`config.mk`:
```
export PLATFORM = sky130hd
export DESIGN_NAME = imem_loader_flat
export DESIGN_NICKNAME = d
export VERILOG_FILES = /design/src/rtl/imem_loader_if.sv /design/src/rtl/imem_loader.sv /design/src/flat_wrapper.sv
export SDC_FILE = /design/constraint.sdc
export NUM_CORES = 1
export LEC_CHECK = 0
export CORE_ASPECT_RATIO = 1.4
export CORE_MARGIN = 2
export CORE_UTILIZATION = 35
export CTS_CLUSTER_DIAMETER = 150
export DETAILED_ROUTE_END_ITERATION = 8
export DONT_BUFFER_PORTS = 1
export SKIP_LAST_GASP = 1
export SYNTH_ARGS = -nofsm -noshare
export SYNTH_HDL_FRONTEND = slang
export SYNTH_SLANG_ARGS = --single-unit
export TNS_END_PERCENT = 5
```
`constraint.sdc`:
```
create_clock -name CLK -period 4.91 [get_ports CLK]
set_clock_uncertainty 0.15 [all_clocks]
set_input_delay 0.982 -clock CLK [delete_from_list [all_inputs] [get_ports CLK]]
set_output_delay 0.982 -clock CLK [all_outputs]
set_load 0.1 [all_outputs]
```
`src/rtl/imem_loader_if.sv`:
```
// Loader-facing bus: serial byte stream in, instruction-memory write port and CPU control out.
// The loader takes the slave modport; the byte source / system side takes the master modport.
interface imem_loader_if #(
    parameter int ADDR_W = 10
);
    logic [7:0]        rx_data;
    logic              rx_valid;
    logic              rx_ready;
    logic              reload;
    logic              im_we;
    logic [ADDR_W-1:0] im_addr;
    logic [31:0]       im_wdata;
    logic              cpu_reset;
    logic              load_done;
    logic              load_error;
    logic [ADDR_W:0]   words_loaded;

    modport master (
        output rx_data, rx_valid, reload,
        input  rx_ready, im_we, im_addr, im_wdata,
        input  cpu_reset, load_done, load_error, words_loaded
    );

    modport slave (
        input  rx_data, rx_valid, reload,
        output rx_ready, im_we, im_addr, im_wdata,
        output cpu_reset, load_done, load_error, words_loaded
    );
endinterface

```
`src/rtl/imem_loader.sv`:
```
// Boot loader: length-prefixed byte stream -> big-endian words in imem; im_we one cycle after each 4th byte.
// rx_ready is a registered state decode, so a stalled rx_valid simply parks the FSM.
module imem_loader #(
    parameter int ADDR_W    = 10,
    parameter int MAX_WORDS = 1024
) (
    input  logic         CLK,
    input  logic         Reset,
    imem_loader_if.slave bus
);
    typedef enum logic [2:0] {
        S_IDLE,
        S_LEN_HI,
        S_LEN_LO,
        S_DATA,
        S_CHECK,
        S_DONE,
        S_ERROR
    } state_t;

    localparam int          CNT_W = ADDR_W + 1;
    localparam logic [16:0] MAX_N = 17'(MAX_WORDS);

    state_t            state_q,      state_d;
    logic [7:0]        len_hi_q,     len_hi_d;
    logic [CNT_W-1:0]  len_q,        len_d;
    logic [1:0]        byte_cnt_q,   byte_cnt_d;
    logic [CNT_W-1:0]  word_cnt_q,   word_cnt_d;
    logic [7:0]        csum_q,       csum_d;
    logic [23:0]       asm_q,        asm_d;
    logic              rx_ready_q,   rx_ready_d;
    logic              im_we_q,      im_we_d;
    logic [ADDR_W-1:0] im_addr_q,    im_addr_d;
    logic [31:0]       im_wdata_q,   im_wdata_d;
    logic              cpu_reset_q,  cpu_reset_d;
    logic              load_done_q,  load_done_d;
    logic              load_error_q, load_error_d;

    logic        xfer;
    logic [15:0] len_in;
    logic        last_word;

    assign xfer      = bus.rx_valid && rx_ready_q;
    assign len_in    = {len_hi_q, bus.rx_data};
    assign last_word = (word_cnt_q + CNT_W'(1)) == len_q;

    always_comb begin
        state_d    = state_q;
        len_hi_d   = len_hi_q;
        len_d      = len_q;
        byte_cnt_d = byte_cnt_q;
        word_cnt_d = word_cnt_q;
        csum_d     = csum_q;
        asm_d      = asm_q;
        im_we_d    = 1'b0;
        im_addr_d  = im_addr_q;
        im_wdata_d = im_wdata_q;

        case (state_q)
            S_IDLE: state_d = S_LEN_HI;

            S_LEN_HI: begin
                if (xfer) begin
                    len_hi_d = bus.rx_data;
                    state_d  = S_LEN_LO;
                end
            end

            S_LEN_LO: begin
                if (xfer) begin
                    if ({1'b0, len_in} > MAX_N) begin
                        state_d = S_ERROR;
                    end else if (len_in == 16'd0) begin
                        state_d = S_CHECK;
                    end else begin
                        // Fits in CNT_W bits because it was bounded by MAX_WORDS above.
                        len_d   = len_in[CNT_W-1:0];
                        state_d = S_DATA;
                    end
                end
            end

            S_DATA: begin
                if (xfer) begin
                    csum_d     = csum_q ^ bus.rx_data;
                    byte_cnt_d = byte_cnt_q + 2'd1;
                    asm_d      = {asm_q[15:0], bus.rx_data};
                    if (byte_cnt_q == 2'd3) begin
                        im_we_d    = 1'b1;
                        im_addr_d  = word_cnt_q[ADDR_W-1:0];
                        im_wdata_d = {asm_q, bus.rx_data};
                        word_cnt_d = word_cnt_q + CNT_W'(1);
                        if (last_word) begin
                            state_d = S_CHECK;
                        end
                    end
                end
            end

            S_CHECK: begin
                if (xfer) begin
                    state_d = (bus.rx_data == csum_q) ? S_DONE : S_ERROR;
                end
            end

            S_DONE, S_ERROR: begin
                // Memory image and last im_addr/im_wdata are deliberately kept across a reload.
                if (bus.reload) begin
                    state_d    = S_LEN_HI;
                    len_hi_d   = '0;
                    len_d      = '0;
                    byte_cnt_d = '0;
                    word_cnt_d = '0;
                    csum_d     = '0;
                    asm_d      = '0;
                end
            end

            default: state_d = S_IDLE;
        endcase

        rx_ready_d   = (state_d == S_LEN_HI) || (state_d == S_LEN_LO) ||
                       (state_d == S_DATA)   || (state_d == S_CHECK);
        cpu_reset_d  = (state_d != S_DONE);
        load_done_d  = (state_d == S_DONE);
        load_error_d = (state_d == S_ERROR);
    end

    always_ff @(posedge CLK or posedge Reset) begin
        if (Reset) begin
            state_q      <= S_IDLE;
            len_hi_q     <= '0;
            len_q        <= '0;
            byte_cnt_q   <= '0;
            word_cnt_q   <= '0;
            csum_q       <= '0;
            asm_q        <= '0;
            rx_ready_q   <= 1'b0;
            im_we_q      <= 1'b0;
            im_addr_q    <= '0;
            im_wdata_q   <= '0;
            cpu_reset_q  <= 1'b1;
            load_done_q  <= 1'b0;
            load_error_q <= 1'b0;
        end else begin
            state_q      <= state_d;
            len_hi_q     <= len_hi_d;
            len_q        <= len_d;
            byte_cnt_q   <= byte_cnt_d;
            word_cnt_q   <= word_cnt_d;
            csum_q       <= csum_d;
            asm_q        <= asm_d;
            rx_ready_q   <= rx_ready_d;
            im_we_q      <= im_we_d;
            im_addr_q    <= im_addr_d;
            im_wdata_q   <= im_wdata_d;
            cpu_reset_q  <= cpu_reset_d;
            load_done_q  <= load_done_d;
            load_error_q <= load_error_d;
        end
    end

    assign bus.rx_ready     = rx_ready_q;
    assign bus.im_we        = im_we_q;
    assign bus.im_addr      = im_addr_q;
    assign bus.im_wdata     = im_wdata_q;
    assign bus.cpu_reset    = cpu_reset_q;
    assign bus.load_done    = load_done_q;
    assign bus.load_error   = load_error_q;
    assign bus.words_loaded = word_cnt_q;
endmodule

```
`src/flat_wrapper.sv`:
```
// flat-port wrapper written by rule: the top's interface ports become plain ports
module imem_loader_flat 
#(
    parameter int ADDR_W    = 10,
    parameter int MAX_WORDS = 1024
)
  (CLK, Reset, bus_rx_data, bus_rx_valid, bus_reload, bus_rx_ready, bus_im_we, bus_im_addr, bus_im_wdata, bus_cpu_reset, bus_load_done, bus_load_error, bus_words_loaded);
  imem_loader_if #(.ADDR_W(ADDR_W)) bus_i ();
  input  logic CLK;
  input  logic Reset;
  input wire logic [$bits(bus_i.rx_data)-1:0] bus_rx_data;
  input wire logic [$bits(bus_i.rx_valid)-1:0] bus_rx_valid;
  input wire logic [$bits(bus_i.reload)-1:0] bus_reload;
  output wire logic [$bits(bus_i.rx_ready)-1:0] bus_rx_ready;
  output wire logic [$bits(bus_i.im_we)-1:0] bus_im_we;
  output wire logic [$bits(bus_i.im_addr)-1:0] bus_im_addr;
  output wire logic [$bits(bus_i.im_wdata)-1:0] bus_im_wdata;
  output wire logic [$bits(bus_i.cpu_reset)-1:0] bus_cpu_reset;
  output wire logic [$bits(bus_i.load_done)-1:0] bus_load_done;
  output wire logic [$bits(bus_i.load_error)-1:0] bus_load_error;
  output wire logic [$bits(bus_i.words_loaded)-1:0] bus_words_loaded;
  assign bus_i.rx_data = bus_rx_data;
  assign bus_i.rx_valid = bus_rx_valid;
  assign bus_i.reload = bus_reload;
  assign bus_rx_ready = bus_i.rx_ready;
  assign bus_im_we = bus_i.im_we;
  assign bus_im_addr = bus_i.im_addr;
  assign bus_im_wdata = bus_i.im_wdata;
  assign bus_cpu_reset = bus_i.cpu_reset;
  assign bus_load_done = bus_i.load_done;
  assign bus_load_error = bus_i.load_error;
  assign bus_words_loaded = bus_i.words_loaded;
  imem_loader #(.ADDR_W(ADDR_W), .MAX_WORDS(MAX_WORDS)) u_core (.CLK(CLK), .Reset(Reset), .bus(bus_i));
endmodule
```
# Word level (Yosys, flattened, before mapping)
# Index checks and enable logic that the tools add are counted.
# Widths: inputs -> output; s select.
# op_classes
n_addsub	2
n_lt_le_gt_ge	1
n_eq_ne	23
n_mux	33
n_bitwise	1
n_reduce_logical	15
# ops
cell	n
$mux 11	6
$mux 24	2
$pmux 24 s2	1
$pmux 11 s2	2
$pmux 8 s2	2
$mux 3	9
$mux 8	3
$eq 3x3->1 const B	6
$pmux 3 s6	1
$gt 16x11->1 const B	1
$logic_not 16->1	1
$eq 3x2->1 const B	4
$add 11x1->11 const B	1
$eq 11x11->1	1
$reduce_and 3->1	3
$eq 8x8->1	1
$ne 2x1->1 const B	4
$xor 8x8->8	1
$eq 3x1->1 const B	2
$mux 2	3
$ne 2x2->1 const B	3
$reduce_bool 2->1	3
$reduce_and 5->1	1
$pmux 2 s2	1
9 further kinds	13
# word_totals
ff_bits	114
inputBits	12

# Depth between registers and ports, before layout
# depth
word_depth	10
mapped_depth	8

# Worst setup path before layout
# Ideal clock, no wire load.
# synth_path
path_kind	reg-to-reg
start	register u_core.word_cnt_q[0] (netlist: u_core.bus.words_loaded[0])
end	register u_core.rx_ready_q (netlist: u_core.bus.rx_ready)
arrival_time_ns	2.803
setup_slack_ns	1.835
path_stages_with_launch	8
n_path_buf	0
period_less_slack_ns	3.075
cell_sequence	dfrtp_1 ha_1 nand3_4 nor4_2 xnor2_1 o2111ai_1 o31a_1 a32o_1
# synth_via
elab_chain_cells	10
# synth_lines
element	line_no	rtl
start: declaration	imem_loader.sv:28	logic [CNT_W-1:0] word_cnt_q, word_cnt_d;
start signal: assignment	imem_loader.sv:150	word_cnt_q <= word_cnt_d;
$add 11x1->11 (*)	imem_loader.sv:45	assign last_word = (word_cnt_q + CNT_W'(1)) == len_q;
$eq 11x11->1 (*)	imem_loader.sv:45	
$mux 3 (*)	imem_loader.sv:93	if (last_word) begin
$mux 3 (*)	imem_loader.sv:88	if (byte_cnt_q == 2'd3) begin
$mux 3 (*)	imem_loader.sv:84	if (xfer) begin
$pmux 3 s6 (*)	imem_loader.sv:59	case (state_q)
$eq 3x1->1 / $eq 3x2->1 (equally long branches)	imem_loader.sv:122	rx_ready_d = (state_d == S_LEN_HI) || (state_d == S_LEN_LO) ||
$logic_or 1x1->1 (2 in series)	imem_loader.sv:122	
$logic_or 1x1->1 (*)	imem_loader.sv:123	(state_d == S_DATA) || (state_d == S_CHECK);
via u_core.rx_ready_d	imem_loader.sv:31	logic rx_ready_q, rx_ready_d;
end signal: assignment	imem_loader.sv:153	rx_ready_q <= rx_ready_d;
end: declaration	imem_loader.sv:31	
# Mark *: on every way through the listed nets, which the timed path passes. The rest lies on a longest branch.
# A chain may end at the register's enable or synchronous reset.

# Final worst setup path
# layout_path
start	register u_core.rx_ready_q (netlist: u_core.bus.rx_ready)
end	register u_core.rx_ready_q (netlist: u_core.bus.rx_ready)
# layout_via
elab_chain_cells	7
# layout_lines
element	line_no	rtl
$logic_and 1x1->1 (*)	imem_loader.sv:43	assign xfer = bus.rx_valid && rx_ready_q;
$mux 3, on equally long branches	n/a	
$pmux 3 s6 (*)	imem_loader.sv:59	
$eq 3x1->1 / $eq 3x2->1 (equally long branches)	imem_loader.sv:122	
$logic_or 1x1->1 (2 in series)	imem_loader.sv:122	
$logic_or 1x1->1 (*)	imem_loader.sv:123	
via u_core.rx_ready_d	imem_loader.sv:31	
# Marked as above.

==> impl_metrics.csv <==
group,metric,value,unit
clock_tree,cts_setup_buffers,0,
clock_tree,cts_sinks,114,
floorplan,initial_core_util,35.5,%
finish,final_area,6010,sq um
drt,wl_per_cell,15.9,um
placed_design,pre_cts_slack,1.65,ns
sta,max-slew-margin-rel,20.1,%
setup_path,critPathKind,"flop to flop",
synthesis,ys.flop_type,"dfrtp_1",
floorplan,die_w,108,um
power,p_sw_share,47.2,%
floorplan,fp-row-count,53,
synthesis,ys_seq_area_share,54.2,%
clock_tree,cts-root-buf,"clkbuf_16",
clock_tree,cts_buffers,17,
finish,layoutNonFillerInstCount,793,
drt,vias,4055,
sta,rsz0062_at_grt,"false",
synthesis,avgSynthCellArea,8.83,sq um
drt,vias_per_cell,5.11,
sta,max_clock_freq,309,MHz
floorplan,core_region_area,14900,sq um
power,p_int,2.38,mW
drt,drc,0,
power,vdd_ir_drop_max,0.000262,V
power,p_leak,2.92,nW
synthesis,synth_cell_types,60,
sta,tightest_slew,1.20,ns
global_route,grt_pass1_wl,20.9,mm
global_route,grt_max_degree,61,
finish,multiInputGateArea,2210,sq um
synthesis,yosysTopAreaCell,"dfrtp_1",
drt,antenna_left,0,
finish,drive_above_1_share,10.1,%
clock_tree,cts_tree,"built",
power,pwr-share-comb,18.7,%
worst_hold_path,min_path_type,"flop to flop",
floorplan,io_pins,70,
setup_path,crit_path_start_kind,"flop",
placed_design,dpl_cell_area,5430,sq um
setup_path,crit_path_end_kind,"flop",
finish,regArea,2850,sq um
floorplan,die_area,16100,sq um
synthesis,async_reset_ff_share,100,%
global_route,grtUsageTotal,16.7,%
placed_design,placedCellCount,762,
synthesis,ys_ff_latch,114,
synthesis,syn_nets,611,
power,seq_power_share,53.9,%
sta,fin_tns_setup,0,ns
synthesis,synth_area_leaders,"dfrtp_1 (54%), nand2_1 (17%), o21ai_0 (3.5%), nand3_1 (3.3%), xnor2_1 (2.5%)",
power,power_density,749,nW/um^2
setup_path,crit_slowest_cell,"dfrtp_1",
clock_tree,cts_hold_buf,0,
setup_path,crit_fanout,12,
synthesis,synth_cells,597,
clock_tree,clkLatencyLatePin,0.41,ns
clock_tree,cts_resized,0,
global_route,antenna_found_initial,0,
setup_path,arrival,3.38,ns
sta,setup_viol,0,
floorplan,fp.dieH,149,um
setup_path,slowest_delay,0.98,ns
power,clockPowerShare,27.4,%
outcome,status,"finished clean",
drt,first_pass_iters,5,
sta,period_share,65.9,%
power,p_switching,2.12,mW
synthesis,netlist.area_leader.share,53.7,%
finish,nFillCells,1476,
clock_tree,path_clk_slew,0.05,ns
sta,period_needed,3.24,ns
setup_path,rrSetupSlack,1.67,ns
drt,drtIter0Drc,318,
finish,antenna_cells,0,
synthesis,synthesis.area,5270,sq um
clock_tree,clock_path_buffers,2,
synthesis,synth_warnings,0,
clock_tree,htreeDepth,4,
finish,final_nets,603,
placed_design,portBuffers,0,
setup_path,crit_chain,"nand2_1 -> or2_2 -> nor4_1 -> a21oi_1 -> and3_1 -> a32o_1",
placed_design,dpl.hpwl,8.52,mm
job,drv_cap,0,
setup_path,critical_path_required,5.05,ns
sta,finalWorstSetupSlack,1.67,ns
power,power.total,4.50,mW
global_route,gr-total-overflow,0,
synthesis,synth_edf_count,0,
global_route,grt_pass1_vias,4009,
sta,finalMaxSlewViolations,0,
drt,wirelength,12.6,mm
sta,hold_viol_final,0,
placed_design,gp_congestion,0.813,
finish,area_growth,14.1,%
cells by family after synthesis:
family / Yosys count / synth area share, %
AO/OA/AOI/OAI: 74 / 9.02
multiplexers: 3 / 0.594
AND/OR/NAND/NOR: 336 / 28.0
XOR/XNOR: 22 / 3.66
adder cells (fa/ha/maj): 2 / 0.475
buffers and inverters: 46 / 4.04
flip-flops: 114 / 54.2
final cells by class:
class,count,area share [%]
Clock buffer,20,7.43
Clock inverter,11,2.29
Inverter,6,0.416
Multi-Input combinational cell,437,36.8
Sequential cell,114,47.5
Tap cell,192,4.00
Timing Repair Buffer,13,1.62
synth_stat cells (3+ instances only):
master,instances
buf_2,14
nand2_1,244
nor3_1,3
and3_1,3
dfrtp_1,113
xnor2_1,15
inv_1,5
xor2_1,7
nand3_1,35
clkbuf_1,17
buf_1,5
a211oi_1,3
a21oi_1,10
and2_1,4
o31ai_1,4
o21ai_0,37
nor2_1,18
nand4_1,4
nor3b_1,3
layer usage:
metal  GRT usage, %  part of all wire [%]  up-vias
met2           27.7                    50      107
met1           20.0                    42     1980
met5              0                     0        -
li1               -                     -     1955
met3           5.55                   5.9       13
met4           6.41                   1.5        0
layout by cell type, fill, tap and decap left out, types with 3 or more instances in the layout:
cell type and n:
clkinvlp_4 3, buf_4 13, o31ai_1 4, xor2_1 7, nor3_1 3, a21oi_1 10, nor3b_1 3, a211oi_1 3
and3_1 3, dfrtp_1 113, nor2_1 17, clkinv_2 5, nand2_1 244, xnor2_1 15, inv_1 4, nand3_1 34
bufinv_16 3, nand4_1 4, and2_1 4, clkbuf_16 17, o21ai_0 37
power groups by stage:
| stage | Clock [mW] | Sequential, mW | Combinational, mW |
|---|---|---|---|
| global placement | 0 | 2.43 | 0.817 |
| global route | 1.30 | 2.47 | 0.967 |
| finish | 1.23 | 2.43 | 0.841 |
| CTS | 1.25 | 2.43 | 0.849 |
| floorplan | 0 | 2.38 | 0.670 |
| detailed placement | 0 | 2.44 | 0.845 |
flip-flops by register name (all words and copies together), names as in the netlist:
signal	count
u_core.bus.words_loaded	11
u_core.bus.im_wdata	32
u_core.bus.im_addr	10
u_core.bus.load_error	1
u_core.len_q	11
u_core.byte_cnt_q	2
u_core.bus.rx_ready	1
u_core.bus.im_we	1
u_core.bus.load_done	1
u_core.len_hi_q	8
u_core.asm_q	24
u_core.csum_q	8
u_core.bus.cpu_reset	1
u_core.state_q	3
final timing paths:
check / endpoint / depth (start not counted) / startpoint
worst min-delay path: u_core.asm_q[17] / 2 / u_core.asm_q[17]
max in group asynchronous: u_core.bus.words_loaded[7] / 2 / Reset
worst max-delay path: u_core.bus.rx_ready / 6 / u_core.bus.rx_ready
min in group asynchronous: u_core.bus.im_wdata[28] / 1 / Reset
worst max register to register: u_core.bus.rx_ready / 6 / u_core.bus.rx_ready
worst min register to register: u_core.asm_q[17] / 2 / u_core.asm_q[17]
critical path: cells and delay by family, from the launching register on:
kind / cells / cell delay [ns]
flip-flops: 1 / 0.98
AO/OA/AOI/OAI: 2 / 0.61
AND/OR/NAND/NOR: 4 / 1.37
per-stage QoR:
step,utilization [%],hold slack (ns)
after floorplan,-,0.289
after global placement,36.5,0.301
after detailed placement,36.5,0.306
after CTS,40.5,0.318
after global routing,40.5,0.332
final,40.5,0.319
Note: power is estimated with default switching activity, not from simulation.
